==> config.mk <==
export PLATFORM = sky130hd
export DESIGN_NAME = ci_dma_engine
export DESIGN_NICKNAME = d
export VERILOG_FILES = /design/src/rtl/ci_dma_engine.sv
export SDC_FILE = /design/constraint.sdc
export NUM_CORES = 1
export LEC_CHECK = 0
export ABC_AREA = 1
export CAP_MARGIN = 15
export CORE_AREA = 2 2 148 186
export CTS_CLUSTER_SIZE = 8
export DETAILED_ROUTE_END_ITERATION = 10
export DIE_AREA = 0 0 150 188
export SETUP_SLACK_MARGIN = 0.1
export SLEW_MARGIN = 20
export SYNTH_ARGS = -nofsm -noshare
export SYNTH_HDL_FRONTEND = slang
export SYNTH_SLANG_ARGS = --single-unit
==> constraint.sdc <==
create_clock -name clock -period 8.05 [get_ports clock]
set_input_delay 2.415 -clock clock [delete_from_list [all_inputs] [get_ports clock]]
set_output_delay 2.415 -clock clock [all_outputs]
set_load 0.01 [all_outputs]
==> src/rtl/ci_dma_engine.sv <==
// rtl/ci_dma_engine.sv - burst DMA between the system bus and CI scratch SSRAM port B
// Optional feature macro: DMA_IRQ_EN (sticky done flag, irq output, status bit2).
module ci_dma_engine #(
    parameter int MAX_BURST_BEATS = 256
) (
    input  logic        clock,
    input  logic        reset,
    input  logic        cfgWrite,
    input  logic [2:0]  cfgSel,
    input  logic [31:0] cfgData,
    output logic [31:0] cfgReadData,
    output logic [8:0]  memAddress,
    output logic        memWriteEnable,
    output logic [31:0] memWriteData,
    input  logic [31:0] memReadData,
    output logic        requestBus,
    input  logic        busGrant,
    output logic        beginTransaction,
    output logic [31:0] addressDataOut,
    output logic [3:0]  byteEnables,
    output logic        readNotWrite,
    output logic [7:0]  burstSize,
    output logic        dataValidOut,
    output logic        endTransactionOut,
    input  logic [31:0] addressDataIn,
    input  logic        dataValidIn,
    input  logic        busyIn,
    input  logic        endTransactionIn,
    input  logic        errorIn
`ifdef DMA_IRQ_EN
    ,
    output logic        irq
`endif
);

    localparam logic [8:0] MAX_BEATS = 9'(MAX_BURST_BEATS);

    typedef enum logic [2:0] {
        IDLE, REQUEST, BEGIN, READ, WRITE, END, ERROR
    } state_t;

    state_t      state;

    logic [29:0] bus_addr_reg;
    logic [8:0]  mem_addr_reg;
    logic [9:0]  block_reg;
    logic [7:0]  burst_reg;
    logic        error_flag;
`ifdef DMA_IRQ_EN
    logic        done_flag;
`endif

    logic [29:0] work_bus;
    logic [8:0]  work_mem;
    logic [9:0]  remaining;
    logic [8:0]  beats_left;
    logic        dir_read;

    logic        request_r;
    logic        begin_r;
    logic        end_r;
    logic        rnw_r;
    logic [3:0]  be_r;
    logic [7:0]  burst_r;
    logic [31:0] addr_r;

    logic        busy;
    logic        cfg_accept;
    logic        start_any;
    logic        beat;
    logic [9:0]  rem_after;
    logic [29:0] work_bus_next;
    logic [8:0]  burst_beats;
    logic [8:0]  chunk;
    logic        launch;
    logic        requeue;
    logic        finish;
    logic        err_hit;
    logic [7:0]  wr_burst;
    logic [9:0]  wr_block;

    assign busy          = (state != IDLE);
    assign cfg_accept    = cfgWrite && !busy;
    assign start_any     = cfg_accept && (cfgSel == 3'd5) && (cfgData[1:0] != 2'b00)
                           && (block_reg != 10'd0);
    assign beat          = ((state == READ) && dataValidIn) || ((state == WRITE) && !busyIn);
    assign rem_after     = remaining - 10'(beat);
    assign work_bus_next = work_bus + 30'(beat);
    assign burst_beats   = {1'b0, burst_reg} + 9'd1;
    // A burst never exceeds what is left of the block.
    assign chunk         = (rem_after < {1'b0, burst_beats}) ? rem_after[8:0] : burst_beats;

    assign launch  = ((state == REQUEST) && busGrant)
                  || ((state == READ) && endTransactionIn && (rem_after != 10'd0) && busGrant)
                  || ((state == END) && (remaining != 10'd0) && busGrant);
    assign requeue = ((state == READ) && endTransactionIn && (rem_after != 10'd0) && !busGrant)
                  || ((state == END) && (remaining != 10'd0) && !busGrant);
    assign finish  = ((state == READ) && endTransactionIn && (rem_after == 10'd0))
                  || ((state == END) && (remaining == 10'd0));
    assign err_hit = errorIn && (state != IDLE) && (state != ERROR);

    assign wr_burst = ({1'b0, cfgData[7:0]} >= MAX_BEATS) ? 8'(MAX_BEATS - 9'd1) : cfgData[7:0];
    assign wr_block = (cfgData > 32'd512) ? 10'd512 : cfgData[9:0];

    always_ff @(posedge clock or posedge reset) begin
        if (reset) begin
            state        <= IDLE;
            bus_addr_reg <= '0;
            mem_addr_reg <= '0;
            block_reg    <= '0;
            burst_reg    <= '0;
            error_flag   <= 1'b0;
`ifdef DMA_IRQ_EN
            done_flag    <= 1'b0;
`endif
            work_bus     <= '0;
            work_mem     <= '0;
            remaining    <= '0;
            beats_left   <= '0;
            dir_read     <= 1'b0;
            request_r    <= 1'b0;
            begin_r      <= 1'b0;
            end_r        <= 1'b0;
            rnw_r        <= 1'b0;
            be_r         <= '0;
            burst_r      <= '0;
            addr_r       <= '0;
        end else begin
            begin_r <= 1'b0;
            end_r   <= 1'b0;

            if (cfg_accept) begin
                case (cfgSel)
                    3'd1:    bus_addr_reg <= cfgData[31:2];
                    3'd2:    mem_addr_reg <= cfgData[8:0];
                    3'd3:    block_reg    <= wr_block;
                    3'd4:    burst_reg    <= wr_burst;
                    default: ;
                endcase
            end
`ifdef DMA_IRQ_EN
            if (cfgWrite && (cfgSel == 3'd5) && cfgData[2])
                done_flag <= 1'b0;
`endif

            case (state)
                IDLE: begin
                    if (start_any) begin
                        dir_read   <= cfgData[0];
                        work_bus   <= bus_addr_reg;
                        work_mem   <= mem_addr_reg;
                        remaining  <= block_reg;
                        error_flag <= 1'b0;
                        request_r  <= 1'b1;
                        state      <= REQUEST;
                    end
                end
                BEGIN: begin
                    addr_r <= '0;
                    state  <= dir_read ? READ : WRITE;
                end
                READ, WRITE: begin
                    if (beat) begin
                        work_mem  <= work_mem + 9'd1;
                        work_bus  <= work_bus_next;
                        remaining <= rem_after;
                        if (state == WRITE) begin
                            beats_left <= beats_left - 9'd1;
                            if (beats_left == 9'd1) begin
                                end_r <= 1'b1;
                                state <= END;
                            end
                        end
                    end
                end
                ERROR:   state <= IDLE;
                default: ;
            endcase

            if (launch) begin
                state      <= BEGIN;
                request_r  <= 1'b1;
                begin_r    <= 1'b1;
                addr_r     <= {work_bus_next, 2'b00};
                burst_r    <= 8'(chunk - 9'd1);
                beats_left <= chunk;
                rnw_r      <= dir_read;
                be_r       <= 4'hF;
            end
            if (requeue) begin
                state   <= REQUEST;
                rnw_r   <= 1'b0;
                be_r    <= '0;
                burst_r <= '0;
            end
            if (finish) begin
                state     <= IDLE;
                request_r <= 1'b0;
                rnw_r     <= 1'b0;
                be_r      <= '0;
                burst_r   <= '0;
`ifdef DMA_IRQ_EN
                done_flag <= 1'b1;
`endif
            end
            // Errors abort the whole block; leftover words are dropped.
            if (err_hit) begin
                state      <= ERROR;
                error_flag <= 1'b1;
                request_r  <= 1'b0;
                begin_r    <= 1'b0;
                end_r      <= 1'b0;
                rnw_r      <= 1'b0;
                be_r       <= '0;
                burst_r    <= '0;
                addr_r     <= '0;
`ifdef DMA_IRQ_EN
                done_flag  <= 1'b1;
`endif
            end
        end
    end

    always_comb begin
        cfgReadData = '0;
        case (cfgSel)
            3'd1: cfgReadData = {bus_addr_reg, 2'b00};
            3'd2: cfgReadData = {23'd0, mem_addr_reg};
            3'd3: cfgReadData = {22'd0, block_reg};
            3'd4: cfgReadData = {24'd0, burst_reg};
`ifdef DMA_IRQ_EN
            3'd5: cfgReadData = {29'd0, done_flag, error_flag, busy};
`else
            3'd5: cfgReadData = {30'd0, error_flag, busy};
`endif
            default: cfgReadData = '0;
        endcase
    end

`ifdef DMA_IRQ_EN
    assign irq = done_flag;
`endif

    assign memAddress        = work_mem;
    assign memWriteEnable    = (state == READ) && dataValidIn;
    assign memWriteData      = memWriteEnable ? addressDataIn : 32'd0;
    assign requestBus        = request_r;
    assign beginTransaction  = begin_r;
    assign endTransactionOut = end_r;
    assign readNotWrite      = rnw_r;
    assign byteEnables       = be_r;
    assign burstSize         = burst_r;
    // SSRAM read data arrives in the same cycle, so write beats bypass the output register.
    assign dataValidOut      = (state == WRITE);
    assign addressDataOut    = (state == WRITE) ? memReadData : addr_r;

endmodule
==> flow_summary.toml <==
[outcome]
status = "finished clean"

[synthesis]
synth_cell_type_count = 43
syn_area_per_cell_um2 = 7.23
synth_edf_count = 0
yosys-top-cells-area = "dfrtp_1, nand2_1, inv_1"
yosysWarnings = 0
syn_nets = 1465
yosysTopAreaCell = "dfrtp_1"
synthFlopType = "dfrtp_1"
synth-seq-cells = 163
synthArstFlopShare = 1.00
synth_top_cell_area_share = 0.421
netlist_area_um2 = 9690
ys_seq_area_frac = 0.421
syn_inst = 1341

[sta]
grt_setup_unrepaired = "no"
fin_skew_ns = 0.0108
min_period_over_period = 0.879
max_slew_margin = 0.347
hold_violations = 0
fin_crit_ns = 7.08
setup-tns-final_ns = 0
drv_slew = 0
setup_viol = 0
hold_slack_ns = 0.476
worst_pin_slew_ns = 0.975
max_freq_mhz = 141

[routing]
first_pass_iters = 5
viasPerCell = 4.93
wirelength_um = 29600
via_count = 9385
drc = 0
wl_per_cell_um = 15.5
postRouteAntennaNets = 0
first_iter_violations = 546

[floorplanning]
die_area_um2 = 28200
core_um2 = 26500
rows = 67
initial_core_util = 0.366
die_h_um = 188
ios = 230
fp.dieW_um = 150

[power_and_ir_drop]
leakage_uw = 0.00600
pwr_density_cell_nw_per_um2 = 373
power_uw = 4810
ir_worst_vdd_mv = 0.173

[setup_path]
startpoint_type = "input port"
crit_type = "input port to output pin"
worstPathArrival_ns = 4.66
endpoint_kind = "output pin"
reg2reg_depth = 27
cp_max_fo = 8
worstPathRequired_ns = 5.64

[cts]
cts_buffer_depth = 2
cts_tree = "yes"
cts_setup_buffers = 0
hold_buffers = 0
path_clk_slew_ns = 0.06
insertion_delay_ns = 0.44
cts_resized = 0
cts_htree_levels = 4
cts-root-buf = "clkbuf_16"
cts.sinks = 163
cts_buffers = 17

[layout]
diodes = 0
nets = 1669
final_common_cell = "nand2_1"
layout_common_cells = "nand2_1, clkdlybuf4s50_1, inv_1, dfrtp_1, o21ai_0"
layout-drive-gt1-share = 0.0501
syn_to_final_growth_pct = 32.8

[global_route]
track_usage = 0.211
grt_pass1_vias = 8924
grt-ovfl-total = 0
grt_pass1_wl_um = 46900
grt_max_degree = 72
antenna_found_initial = 0

[hold_path]
min_delay_path_depth = 2
hp-class = "register to register"

[run]
drv_cap = 0

[place]
hpwl_um = 22700
portBuffers = 229
place_congestion = 0.904
## cell usage after synthesis, types with 5 or more instances
cell / instances
nand3_1: 64
xor2_1: 36
dfrtp_1: 163
nand2_1: 347
nor2_2: 8
o211ai_1: 27
nor2_1: 114
nand2_2: 8
ha_1: 17
nand4_1: 16
nor3_1: 22
o21ai_0: 140
nor4_1: 10
o22ai_1: 28
inv_1: 199
clkbuf_1: 29
buf_2: 11
o21ai_1: 14
a21oi_1: 33
buf_4: 7
inv_2: 5
## per-stage QoR
step	worst slack (ns)	instances	area, µm²	util
final	0.974	1903	12900	0.486
after global routing	0.838	1903	12900	0.486
after CTS	1.01	1902	12900	0.485
after detailed placement	1.02	1870	12200	0.462
after global placement	1.10	1870	12200	0.462
after floorplan	1.23	1341	9690	-
## worst max-delay path: stages
cell and delay [ns]:
clkdlybuf4s50_1 0.50, inv_1 0.08, nor3_1 0.66, inv_1 0.14, o22ai_1 0.19, a221o_1 0.14, clkdlybuf4s50_1 0.54
## worst paths after layout
path,start,to,slack (ns)
worst min register to register,burstSize[1],burstSize[1],0.48
max in group asynchronous,reset,addr_r[16],4.37
worst max register to register,state[0],burstSize[4],2.92
min in group asynchronous,reset,addr_r[28],2.43
worst min-delay path,burstSize[1],burstSize[1],0.48
worst max-delay path,cfgSel[2],cfgReadData[1],0.97
## layer usage
metal | wire (µm) | vias up | global-route usage | part of all wire
li1 | - | 4717 | - | -
met1 | 13500 | 4292 | 0.294 | 0.46
met2 | 13400 | 336 | 0.329 | 0.45
met3 | 2050 | 40 | 0.0343 | 0.069
met4 | 700 | 0 | 0.0784 | 0.024
met5 | 0 | - | 0 | 0
## logic make-up (layout without fill, tap and decap cells)
| kind of cell | count (synthesis) | in the layout | synth area share |
|---|---|---|---|
| compound gates | 258 | 258 | 0.149 |
| xor+xnor | 41 | 41 | 0.0378 |
| buf+inv | 259 | 476 | 0.106 |
| simple gates | 603 | 603 | 0.264 |
| fa+ha+maj | 17 | 17 | 0.0219 |
| flops | 163 | 163 | 0.421 |
## area by class of cell
type | instances | area [µm²]
clock inverter | 15 | 194
inverter | 207 | 783
fill | 2692 | 13600
sequential | 163 | 4080
multi-input combinational | 919 | 4600
clock buffer | 17 | 425
timing repair buffer | 237 | 2360
tap | 345 | 432
## where the power goes
group	switching (µW)	internal, µW	leakage [µW]	total [µW]
clock	365	497	0.000299	863
combinational	1530	940	0.00376	2470
sequential	281	1190	0.00194	1470
total	2180	2630	0.00600	4810
No activity file was read; power rests on OpenSTA's default activity.
==> variant 1: new RTL, same settings <==
The option `DMA_IRQ_EN` is turned on by a define.
--- a/src/rtl/ci_dma_engine.sv
+++ b/src/rtl/ci_dma_engine.sv
@@ -1,5 +1,7 @@
 // rtl/ci_dma_engine.sv - burst DMA between the system bus and CI scratch SSRAM port B
 // Optional feature macro: DMA_IRQ_EN (sticky done flag, irq output, status bit2).
+`define DMA_IRQ_EN
+
 module ci_dma_engine #(
     parameter int MAX_BURST_BEATS = 256
 ) (
Behaviour (old outputs only; new: irq): not the same (Yosys sat finds a counterexample within 4 cycles, from zero or initial values and one cycle with reset high).
==> variant 1 against the original RTL <==
  * Design area grew 0.60%
  * Core utilization grew 0.29 points
  * Setup slack lost 0.026 ns
  * Clock power is essentially flat
  * Routed wire length grew 2.8%
  * Register-to-register slack gained 0.21 ns
  * Combinational power shrank 6%
  * Synthesized cell count shrank 0.52%
  * Area after synthesis grew 0.96%
  * Sequential cell count grew 1
  * Total power shrank 2.5%
  * Hold slack gained 0.034 ns
  * Global-route usage grew 0.48 points
==> variant 1: results (changes against the original RTL) <==
met2 usage -> 33.3% (was 32.9%)
crit-path max FO -> 9 (was 8)
Crit-path slowest cell -> clkdlybuf4s50_1 (was nor3_1)
hold_sp -> requestBus$_DFFE_PP0P_ (was burstSize[1]$_DFFE_PP0P_)
Fillers -> 2632 (was 2692)
Hold Path Sink -> requestBus$_DFFE_PP0P_ (was burstSize[1]$_DFFE_PP0P_)
final worst slack -> 0.949 ns (was 0.974 ns)
worst skew pair latency -> 0.44 ns (about the same)
Yosys cell types -> 46 (was 43)
# port buffers -> 230 (was 229)
number of global-route vias before repair -> 8834 (was 8924)
first-pass GRT wire length -> 48000 um (was 46900 um)
R2R cell count -> 31 (was 27)
largest net degree at the start of global routing -> 74 (was 72)
layout cells sized above 1 -> 5.09% (was 5.01%)
r2r setup slk -> 3.13 ns (was 2.92 ns)
maximum vdd drop -> 0.000196 V (was 0.000173 V)
r2r startpoint -> state[1]$_DFFE_PP0P_ (was state[0]$_DFFE_PP0P_)
met3 wire len -> 2150 um (was 2050 um)
largest stage delay on the critical path -> 0.62 ns (was 0.66 ns)
vias per inst -> 4.99 (was 4.93)
Synth top cells by count -> nand2_1 (300), inv_1 (207), dfrtp_1 (164), o21ai_0 (148), nor2_1 (132) (was nand2_1 (347), inv_1 (199), dfrtp_1 (163), o21ai_0 (140), nor2_1 (114))
WL met2 -> 13500 um (was 13400 um)
mux cell area share after synthesis -> 0.115% (was 0%)
met1 usage -> 30.8% (was 29.4%)
Post-Route WL -> 30400 um (was 29600 um)
LEAKAGE -> 5.84 nW (was 6.00 nW)
Synth Area in XOR/XNOR -> 3.40% (was 3.78%)
outcome -> complete, no violations (unchanged)
NumNets Final -> 1662 (was 1669)
Hold Slack -> 0.511 ns (was 0.476 ns)
Metal-1 WL -> 14200 um (was 13500 um)
Placer Congestion -> 0.898 (was 0.904)
Worst Path Arrival -> 4.69 ns (was 4.66 ns)
Synth Area in Adders -> 2.17% (was 2.19%)
Final Skew -> 0.00847 ns (was 0.0108 ns)
Clock H-tree levels -> 4 (unchanged)
placed cell area -> 12300 sq um (was 12200 sq um)
## variant 1: changes by cell type in the layout (fill, tap and decap cells not counted), sizes merged, moves of 3 or more
cell and delta:
o21ai +7, nor4 +4, nand4 +3, nand3 -9
o22ai +8, a21oi +6, inv +7, nor2 +16
nand2 -49
## variant 1: cell type report
type / count / area share, %
Sequential cell: 164 / 31.7
Timing Repair Buffer: 240 / 18.5
Multi-Input combinational cell: 901 / 35.5
Tap cell: 345 / 3.33
Inverter: 214 / 6.24
Clock inverter: 14 / 1.35
Clock buffer: 18 / 3.39
## variant 1: metrics by stage
| step | std cells | util [%] |
|---|---|---|
| floorplan | 1334 | - |
| global placement | 1863 | 46.5 |
| detailed placement | 1863 | 46.5 |
| CTS | 1895 | 48.8 |
| global route | 1896 | 48.9 |
| finish | 1896 | 48.9 |
## variant 1: report_power, final
part / internal, mW / switching, mW / total [mW]
registers: 1.19 / 0.301 / 1.49
clock network: 0.501 / 0.363 / 0.864
logic: 0.883 / 1.45 / 2.33
total: 2.57 / 2.11 / 4.69
==> variant 2: new RTL, same flow settings <==
Without the edit above. Encoding of `state_t`: now one-hot (7 bits for 7 states).
--- a/src/rtl/ci_dma_engine.sv
+++ b/src/rtl/ci_dma_engine.sv
@@ -35,8 +35,8 @@
 
     localparam logic [8:0] MAX_BEATS = 9'(MAX_BURST_BEATS);
 
-    typedef enum logic [2:0] {
-        IDLE, REQUEST, BEGIN, READ, WRITE, END, ERROR
+    typedef enum logic [6:0] {
+        IDLE = 7'b0000001, REQUEST = 7'b0000010, BEGIN = 7'b0000100, READ = 7'b0001000, WRITE = 7'b0010000, END = 7'b0100000, ERROR = 7'b1000000
     } state_t;
 
     state_t      state;
Behaviour: same outputs for any inputs over 4 cycles, from zero or initial values and one cycle with reset high; so few cycles prove little.
==> variant 2 against the original RTL <==
  * Design area up 3.7%
  * Critical path depth down 1
  * First-iteration DRC count up 14%
  * Routed wire length up 3.5%
  * Clock skew down 0.00053 ns
  * Non-clock buffer count up 4
  * Sequential cell count up 4
  * Clock power up 13%
  * Combinational power down 35%
  * Area after synthesis up 4.3%
  * Total power down 18%
  * Setup slack worse by 0.25 ns
  * Die area unchanged
  * Core utilization up 1.8 points
  * Critical endpoint is now cfgReadData[3]
  * Largest cell class unchanged
==> variant 2: results (changes against the original RTL) <==
outcome -> complete, no violations (unchanged)
number of global-route vias before repair -> 9362 (was 8924)
routed len/inst -> 15.6 um (was 15.5 um)
Final Skew -> 0.0103 ns (was 0.0108 ns)
Worst-Margin Slew -> 0.972 ns (was 0.975 ns)
Crit-path slowest cell -> clkdlybuf4s50_1 (was nor3_1)
syn_nets -> 1521 (was 1465)
hold_sp -> bus_addr_reg[1]$_DFFE_PP0P_ (was burstSize[1]$_DFFE_PP0P_)
switching fraction of total power -> 40.0% (was 45.3%)
Placer Congestion -> 0.866 (was 0.904)
GRT Resource Usage Total -> 21.9% (was 21.1%)
r2r startpoint -> state[3]$_DFFE_PP0P_ (was state[0]$_DFFE_PP0P_)
Seq/Total Area, Yosys -> 41.4% (was 42.1%)
met3 Use GR -> 3.77% (was 3.43%)
first-pass GRT wire length -> 49200 um (was 46900 um)
Async S/R FF share, synth -> 100% (unchanged)
Yosys cell types -> 47 (was 43)
vias per inst -> 4.98 (was 4.93)
met2 usage -> 35.7% (was 32.9%)
crit-path max FO -> 24 (was 8)
Synth top cells by count -> nand2_1 (335), inv_1 (211), dfrtp_1 (166), nor2_1 (152), o21ai_0 (139) (was nand2_1 (347), inv_1 (199), dfrtp_1 (163), o21ai_0 (140), nor2_1 (114))
Worst Path Arrival -> 4.91 ns (was 4.66 ns)
met1 usage -> 30.1% (was 29.4%)
maximum vdd drop -> 0.000165 V (was 0.000173 V)
DR pass1 iterations -> 7 (was 5)
DP HPWL -> 23500 um (was 22700 um)
largest stage delay on the critical path -> 0.58 ns (was 0.66 ns)
DR iter-0 viols -> 625 (was 546)
initial antenna violation count -> 0 (unchanged)
layout cells sized above 1 -> 5.64% (was 5.01%)
largest net degree at the start of global routing -> 82 (was 72)
NumNets Final -> 1724 (was 1669)
main area contributors after synthesis -> dfrtp_1 (41%), nand2_1 (12%), inv_1 (7.8%) (was dfrtp_1 (42%), nand2_1 (13%), inv_1 (7.7%))
variant 2: final cells by class:
class | count | area (sq um)
tap | 345 | 432
fill | 2660 | 13100
clock buffer | 21 | 460
sequential | 167 | 4180
inverter | 218 | 823
clock inverter | 11 | 244
multi-input combinational | 955 | 4830
timing repair buffer | 241 | 2380
variant 2: cell families after synthesis:
| logic type | after synthesis | synth area share (%) |
|---|---|---|
| and+or+nand+nor | 644 | 27.6 |
| xor gates and xnor gates | 45 | 4.12 |
| adders and majority gates | 17 | 2.10 |
| DFF | 167 | 41.4 |
| AOI/OAI and AO/OA | 249 | 13.9 |
| buffers and inverters | 275 | 10.9 |
variant 2: power groups by stage:
stage | Combinational (mW) | Clock, mW | Sequential (mW)
floorplan | 1.10 | 0 | 1.31
global placement | 1.60 | 0 | 1.37
detailed placement | 1.62 | 0 | 1.37
CTS | 1.62 | 0.991 | 1.36
global route | 1.83 | 1.03 | 1.40
finish | 1.61 | 0.977 | 1.36
variant 2: stage by stage:
step	setup WS, ns	hold slack [ns]	cell area (sq um)	utilization [%]	cells
floorplan	1.12	0.442	10100	-	1397
global placement	0.741	0.467	12600	47.7	1926
detailed placement	0.741	0.475	12600	47.7	1926
CTS	0.718	0.493	13300	50.4	1958
global route	0.622	0.532	13300	50.4	1958
finish	0.725	0.492	13300	50.4	1958
variant 2: path summary, 6_finish.rpt:
kind	end	slack, ns	cells after the start
min in group asynchronous	mem_addr_reg[0]$_DFFE_PP0P_	2.49	2
hold / removal	bus_addr_reg[1]$_DFFE_PP0P_	0.49	2
max in group asynchronous	addr_r[27]$_DFFE_PP0P_	4.34	3
hold reg to reg	bus_addr_reg[1]$_DFFE_PP0P_	0.49	2
setup reg to reg	burstSize[6]$_DFFE_PP0P_	3.23	30
setup / recovery	cfgReadData[3]	0.72	6
variant 2: critical path, delay by kind of cell:
family / cells / cell delay (ns)
AND/OR/NAND/NOR: 1 / 0.42
buffers and inverters: 4 / 1.68
AO/OA/AOI/OAI: 1 / 0.38
variant 2: routing by layer:
metal | vias up | share of wire [%] | wire, um
met5 | - | 0 | 0
met4 | 0 | 1.6 | 483
met3 | 26 | 6.4 | 1950
met2 | 328 | 47 | 14300
met1 | 4518 | 45 | 13900
li1 | 4878 | - | -
